File: src/rtl/frogger_vga_out.sv
// VGA back end for the Frogger pixel generator: scan counters, palette lookup
// and sync/blank pins, all delayed so they line up with the RGB they frame.
module frogger_vga_out #(
    parameter int H_VISIBLE = 640,
    parameter int H_FRONT   = 16,
    parameter int H_SYNC    = 96,
    parameter int H_BACK    = 48,
    parameter int V_VISIBLE = 480,
    parameter int V_FRONT   = 10,
    parameter int V_SYNC    = 2,
    parameter int V_BACK    = 33,
    parameter int CLK_DIV   = 2
) (
    input  logic       Clk,
    input  logic       Reset,
    output logic [9:0] DrawX,
    output logic [9:0] DrawY,
    input  logic [0:5] colorcode,
    output logic       pix_en,
    output logic       frame_start,
    output logic       VGA_HS,
    output logic       VGA_VS,
    output logic       VGA_BLANK_N,
    output logic [7:0] VGA_R,
    output logic [7:0] VGA_G,
    output logic [7:0] VGA_B
);

    localparam int H_TOTAL = H_VISIBLE + H_FRONT + H_SYNC + H_BACK;
    localparam int V_TOTAL = V_VISIBLE + V_FRONT + V_SYNC + V_BACK;
    localparam int DIV_W   = (CLK_DIV > 1) ? $clog2(CLK_DIV) : 1;

    localparam logic [DIV_W-1:0] DIV_LAST = DIV_W'(CLK_DIV - 1);
    localparam logic [9:0] H_LAST = 10'(H_TOTAL - 1);
    localparam logic [9:0] V_LAST = 10'(V_TOTAL - 1);
    localparam logic [9:0] H_ACT  = 10'(H_VISIBLE);
    localparam logic [9:0] V_ACT  = 10'(V_VISIBLE);
    localparam logic [9:0] HS_BEG = 10'(H_VISIBLE + H_FRONT);
    localparam logic [9:0] HS_END = 10'(H_VISIBLE + H_FRONT + H_SYNC - 1);
    localparam logic [9:0] VS_BEG = 10'(V_VISIBLE + V_FRONT);
    localparam logic [9:0] VS_END = 10'(V_VISIBLE + V_FRONT + V_SYNC - 1);

    function automatic logic [23:0] palette(input logic [5:0] code);
        case (code)
            6'd0:    palette = 24'hFFFFFF;
            6'd1:    palette = 24'h000000;
            6'd2:    palette = 24'h27B212;
            6'd3:    palette = 24'hD80222;
            6'd4:    palette = 24'h5DB1F0;
            6'd5:    palette = 24'hF1FF0A;
            6'd6:    palette = 24'hB2B2B0;
            6'd7:    palette = 24'hF27A00;
            6'd8:    palette = 24'h663300;
            6'd9:    palette = 24'h8600B3;
            6'd10:   palette = 24'h000066;
            default: palette = 24'h000000;
        endcase
    endfunction

    logic [DIV_W-1:0] div;
    logic [9:0]       hc, vc;
    logic [5:0]       code_in;
    logic             act_now, hs_now, vs_now;
    logic [5:0]       code_s1;
    logic             act_s1, hs_s1, vs_s1;
    logic [23:0]      rgb_s2;

    assign code_in = colorcode;
    assign DrawX   = hc;
    assign DrawY   = vc;

    // Raw timing for the pixel currently addressed by (hc, vc).
    always_comb begin
        act_now = (hc < H_ACT) && (vc < V_ACT);
        hs_now  = !((hc >= HS_BEG) && (hc <= HS_END));
        vs_now  = !((vc >= VS_BEG) && (vc <= VS_END));
    end

    // Combinational from registers only, so it pulses exactly with the wrapping tick.
    assign frame_start = pix_en && (hc == H_LAST) && (vc == V_LAST);

    // NOTE: every register here uses <= so all stages sample the values from
    // before this edge; blocking assignments would collapse the pipeline.
    always_ff @(posedge Clk) begin
        if (Reset) begin
            div         <= '0;
            pix_en      <= 1'b0;
            hc          <= '0;
            vc          <= '0;
            code_s1     <= '0;
            act_s1      <= 1'b0;
            hs_s1       <= 1'b1;
            vs_s1       <= 1'b1;
            rgb_s2      <= '0;
            VGA_HS      <= 1'b1;
            VGA_VS      <= 1'b1;
            VGA_BLANK_N <= 1'b0;
        end else begin
            pix_en <= (div == DIV_LAST);
            div    <= (div == DIV_LAST) ? '0 : div + DIV_W'(1);
            if (pix_en) begin
                if (hc == H_LAST) begin
                    hc <= '0;
                    vc <= (vc == V_LAST) ? '0 : vc + 10'd1;
                end else begin
                    hc <= hc + 10'd1;
                end
                code_s1     <= code_in;
                act_s1      <= act_now;
                hs_s1       <= hs_now;
                vs_s1       <= vs_now;
                rgb_s2      <= act_s1 ? palette(code_s1) : 24'h000000;
                VGA_HS      <= hs_s1;
                VGA_VS      <= vs_s1;
                VGA_BLANK_N <= act_s1;
            end
        end
    end

    assign VGA_R = rgb_s2[23:16];
    assign VGA_G = rgb_s2[15:8];
    assign VGA_B = rgb_s2[7:0];

endmodule

File: config.mk
export PLATFORM = sky130hd
export DESIGN_NAME = frogger_vga_out
export DESIGN_NICKNAME = d
export VERILOG_FILES = /design/src/rtl/frogger_vga_out.sv
export SDC_FILE = /design/constraint.sdc
export NUM_CORES = 1
export LEC_CHECK = 0
export BUFFER_PORTS_ARGS = -buffer_cell sky130_fd_sc_hd__buf_2
export CAP_MARGIN = 25
export CORE_MARGIN = 3
export CORE_UTILIZATION = 45
export DETAILED_ROUTE_END_ITERATION = 7
export GPL_TIMING_DRIVEN = 1
export HOLD_SLACK_MARGIN = 0.03
export PLACE_DENSITY_LB_ADDON = 0.25
export SYNTH_ARGS = -nofsm -noshare
export SYNTH_HDL_FRONTEND = slang
export SYNTH_SLANG_ARGS = --single-unit
File: constraint.sdc
create_clock -name Clk -period 2.2 [get_ports Clk]
set_input_delay 0 -clock Clk [delete_from_list [all_inputs] [get_ports Clk]]
set_output_delay 0 -clock Clk [all_outputs]
set_load 0.02 [all_outputs]
==> impl_metrics.yaml <==
yosys:
  synthCells: 349
  syn_nets: 367
  ys_seq_elements: 76
  avgSynthCellArea_um2: 9.00
  netlist_area_um2: 3140
  yosysSeqAreaShare_pct: 48.4
  yosysUniqueCellTypes: 43
  synth_warnings: 0
drt:
  finalWirelength_um: 6820
  viasPerCell: 5.23
  vias: 2653
  dr.pass1.iters: 5
  ant_nets: 0
  drc: 0
  wl_per_cell_um: 13.4
  drt_iter0_markers: 124
die:
  initial_core_util_pct: 47.8
  io_pins: 57
  fp.dieH_um: 89.5
  core-area_um2: 6570
  row_count: 29
  design.die.area_um2: 8020
  die_x_um: 89.5
cts:
  post-cts-setup-buffers: 0
  cts_tree: "built"
  htree_levels: 3
  cts_made_buffers: 9
  clock-sinks: 76
  cts_root_buf: "clkbuf_8"
  cts_buffer_depth: 2
  insertion_delay_ps: 340
  clk_pin_slew_ps: 80
finish:
  utilization_pct: 58.0
  drive_above_1_share_pct: 22.0
  nets: 428
  final_cells: 507
  n_antenna_cell: 0
  syn2layout_area_growth_pct: 21.2
sta:
  hold_violations: 0
  slew_viol_final: 0
  timing.hold.ws_ps: 172
  fin_crit_sh_pct: 89.0
  rsz0062_at_grt: "false"
  relSlewSlack_pct: 70.3
  worst_pin_slew_ps: 446
  min_period_ps: 1960
  setup-tns-final_ps: 0
  setup_violations: 0
  fmax_mhz: 511
  fin_skew_ps: 7.99
power:
  internal_power_uw: 2210
  seq_power_share_pct: 51.5
  total_power_uw: 2850
  powerDensity_nw_per_um2: 748
  p_clk_share_pct: 41.7
  swShare_pct: 22.3
  total_leakage_power_uw: 0.00162
  comb_power_share_pct: 6.8
  ir_drop_mv: 0.438
  power_switching_uw: 636
worst_setup_path:
  cp-start-kind: "flip-flop"
  cp.required_ps: 2440
  crit_fanout: 11
  cp.arrival_ps: 2200
  r2r_cells: 6
  regToRegStartpoint: "pix_en"
  end_kind: "flip-flop"
  r2r_slack_ps: 240
  path_class: "reg2reg"
global_routing:
  grt_max_degree: 22
  grt_pass1_wl_um: 11200
  antenna_found_initial: 0
  first_global_vias: 2479
  grt-ovfl-total: 0
  grt.total_usage_pct: 18.0
placed_design:
  portBuffers: 56
  gp_congestion: 0.934
  place_inst: 487
  dp.final_hpwl_um: 4830
run_status:
  outcome: "finished, final reports clean"
worst_hold_path:
  min-delay-start: "colorcode[2]"
  min-delay-path-class: "in2reg"
  min_path_cells: 4
run:
  cap_violations: 0
power groups by stage:
| stage | clock [µW] | sequential (µW) | combinational [µW] |
|---|---|---|---|
| after floorplan | 0 | 1500 | 125 |
| after global placement | 0 | 1500 | 185 |
| after detailed placement | 0 | 1500 | 188 |
| after CTS | 1210 | 1470 | 196 |
| after global routing | 1270 | 1470 | 218 |
| final | 1190 | 1470 | 195 |
cells in the mapped netlist, drive strengths merged:
| library cell | instances | area (µm²) |
|---|---|---|
| nor3 | 10 | 50.1 |
| and3 | 2 | 12.5 |
| a21boi | 1 | 7.51 |
| o21ai | 9 | 45.0 |
| a22o | 2 | 17.5 |
| a211o | 3 | 26.3 |
| or2 | 3 | 18.8 |
| or3 | 2 | 12.5 |
| inv | 11 | 41.3 |
| xnor2 | 6 | 52.6 |
| nor4bb | 1 | 10.0 |
| nand2 | 21 | 78.8 |
| and4 | 2 | 17.5 |
| a21oi | 41 | 205 |
| xor2 | 4 | 35.0 |
| o22ai | 5 | 31.3 |
| nor2 | 37 | 139 |
| ha | 10 | 125 |
| or4 | 4 | 30.0 |
| o21bai | 2 | 18.8 |
| dfxtp | 76 | 1520 |
| buf | 10 | 67.6 |
| nand2b | 5 | 31.3 |
| nand4b | 3 | 26.3 |
| a21o | 1 | 7.51 |
| mux2i | 9 | 90.1 |
| nor2b | 24 | 150 |
| o32ai | 1 | 8.76 |
| nor4 | 2 | 12.5 |
| nor4b | 1 | 23.8 |
| nand4 | 6 | 43.8 |
| clkbuf | 13 | 48.8 |
| o31ai | 4 | 30.0 |
| nand3b | 1 | 7.51 |
| and2 | 3 | 18.8 |
| a22oi | 1 | 7.51 |
| nand3 | 11 | 55.1 |
| o21a | 2 | 15.0 |
cell type report:
class | count | area, µm²
Multi-Input combinational cell | 239 | 1480
Fill cell | 601 | 2760
Timing Repair Buffer | 73 | 420
Clock buffer | 11 | 151
Inverter | 11 | 41.3
Tap cell | 93 | 116
Sequential cell | 76 | 1520
Clock inverter | 4 | 72.6
worst max-delay path by stage:
stage / cells after the start / start / end
after floorplan: 8 / pix_en / flip-flop
after global placement: 6 / DrawX[0] / DrawY[0]
after detailed placement: 6 / DrawX[0] / DrawY[0]
after CTS: 6 / DrawX[0] / frame_start
after global routing: 6 / DrawX[0] / frame_start
final: 6 / pix_en / flip-flop
metal layers:
layer | track usage (%) | vias to the layer above | part of all wire, %
met5 | 0 | - | 0
met4 | 8.93 | 0 | 2.1
met3 | 3.23 | 12 | 4.7
met1 | 22.5 | 1249 | 46
li1 | - | 1313 | -
met2 | 29.5 | 79 | 48
per-stage QoR:
stage / cell area (µm²) / worst slack [ps]
3_5_place_dp: 3520 / 173
3_3_place_gp: 3520 / 214
2_1_floorplan: 3140 / 183
4_1_cts: 3790 / 163
5_1_grt: 3810 / 49.4
6_report: 3810 / 242
cell usage in the layout, fill, tap and decap left out, types with 6 or more instances in the layout:
| cell | synthesis | routed |
|---|---|---|
| buf_4 | 5 | 12 |
| inv_1 | 11 | 11 |
| dfxtp_1 | 76 | 75 |
| nor2b_1 | 24 | 24 |
| nand3_1 | 11 | 11 |
| nor2_1 | 37 | 37 |
| ha_1 | 10 | 10 |
| o21ai_0 | 9 | 9 |
| mux2i_1 | 9 | 9 |
| a21oi_1 | 41 | 41 |
| nor3_1 | 10 | 9 |
| xnor2_1 | 6 | 6 |
| nand2_1 | 21 | 21 |
| buf_2 | 3 | 56 |
| clkbuf_8 | 0 | 11 |
critical path, stage by stage, from the launching register on:
cell     delay (ps)
dfxtp_2         490
mux2i_1         130
nor2_1          330
inv_1           190
ha_1            380
o21a_1          220
o21a_1          100
cell families (layout without fill, tap and decap cells):
kind of cell / after synthesis / after routing / share of synthesized area [%]
AO/OA/AOI/OAI: 72 / 72 / 13.4
buffers and inverters: 34 / 99 / 5.02
XOR/XNOR: 10 / 10 / 2.79
multiplexers: 9 / 9 / 2.87
AND/OR/NAND/NOR: 138 / 138 / 23.5
adder cells (fa/ha/maj): 10 / 10 / 3.98
flip-flops: 76 / 76 / 48.4
what timing repair did:
| item | CTS | global route |
|---|---|---|
| hold buffers | 5 | 0 |
| hold endpoints to repair | 14 | 0 |
| setup endpoints to repair | 0 | 9 |
| gates resized for setup | 0 | 2 |
Power figures use the tool's default switching activity.
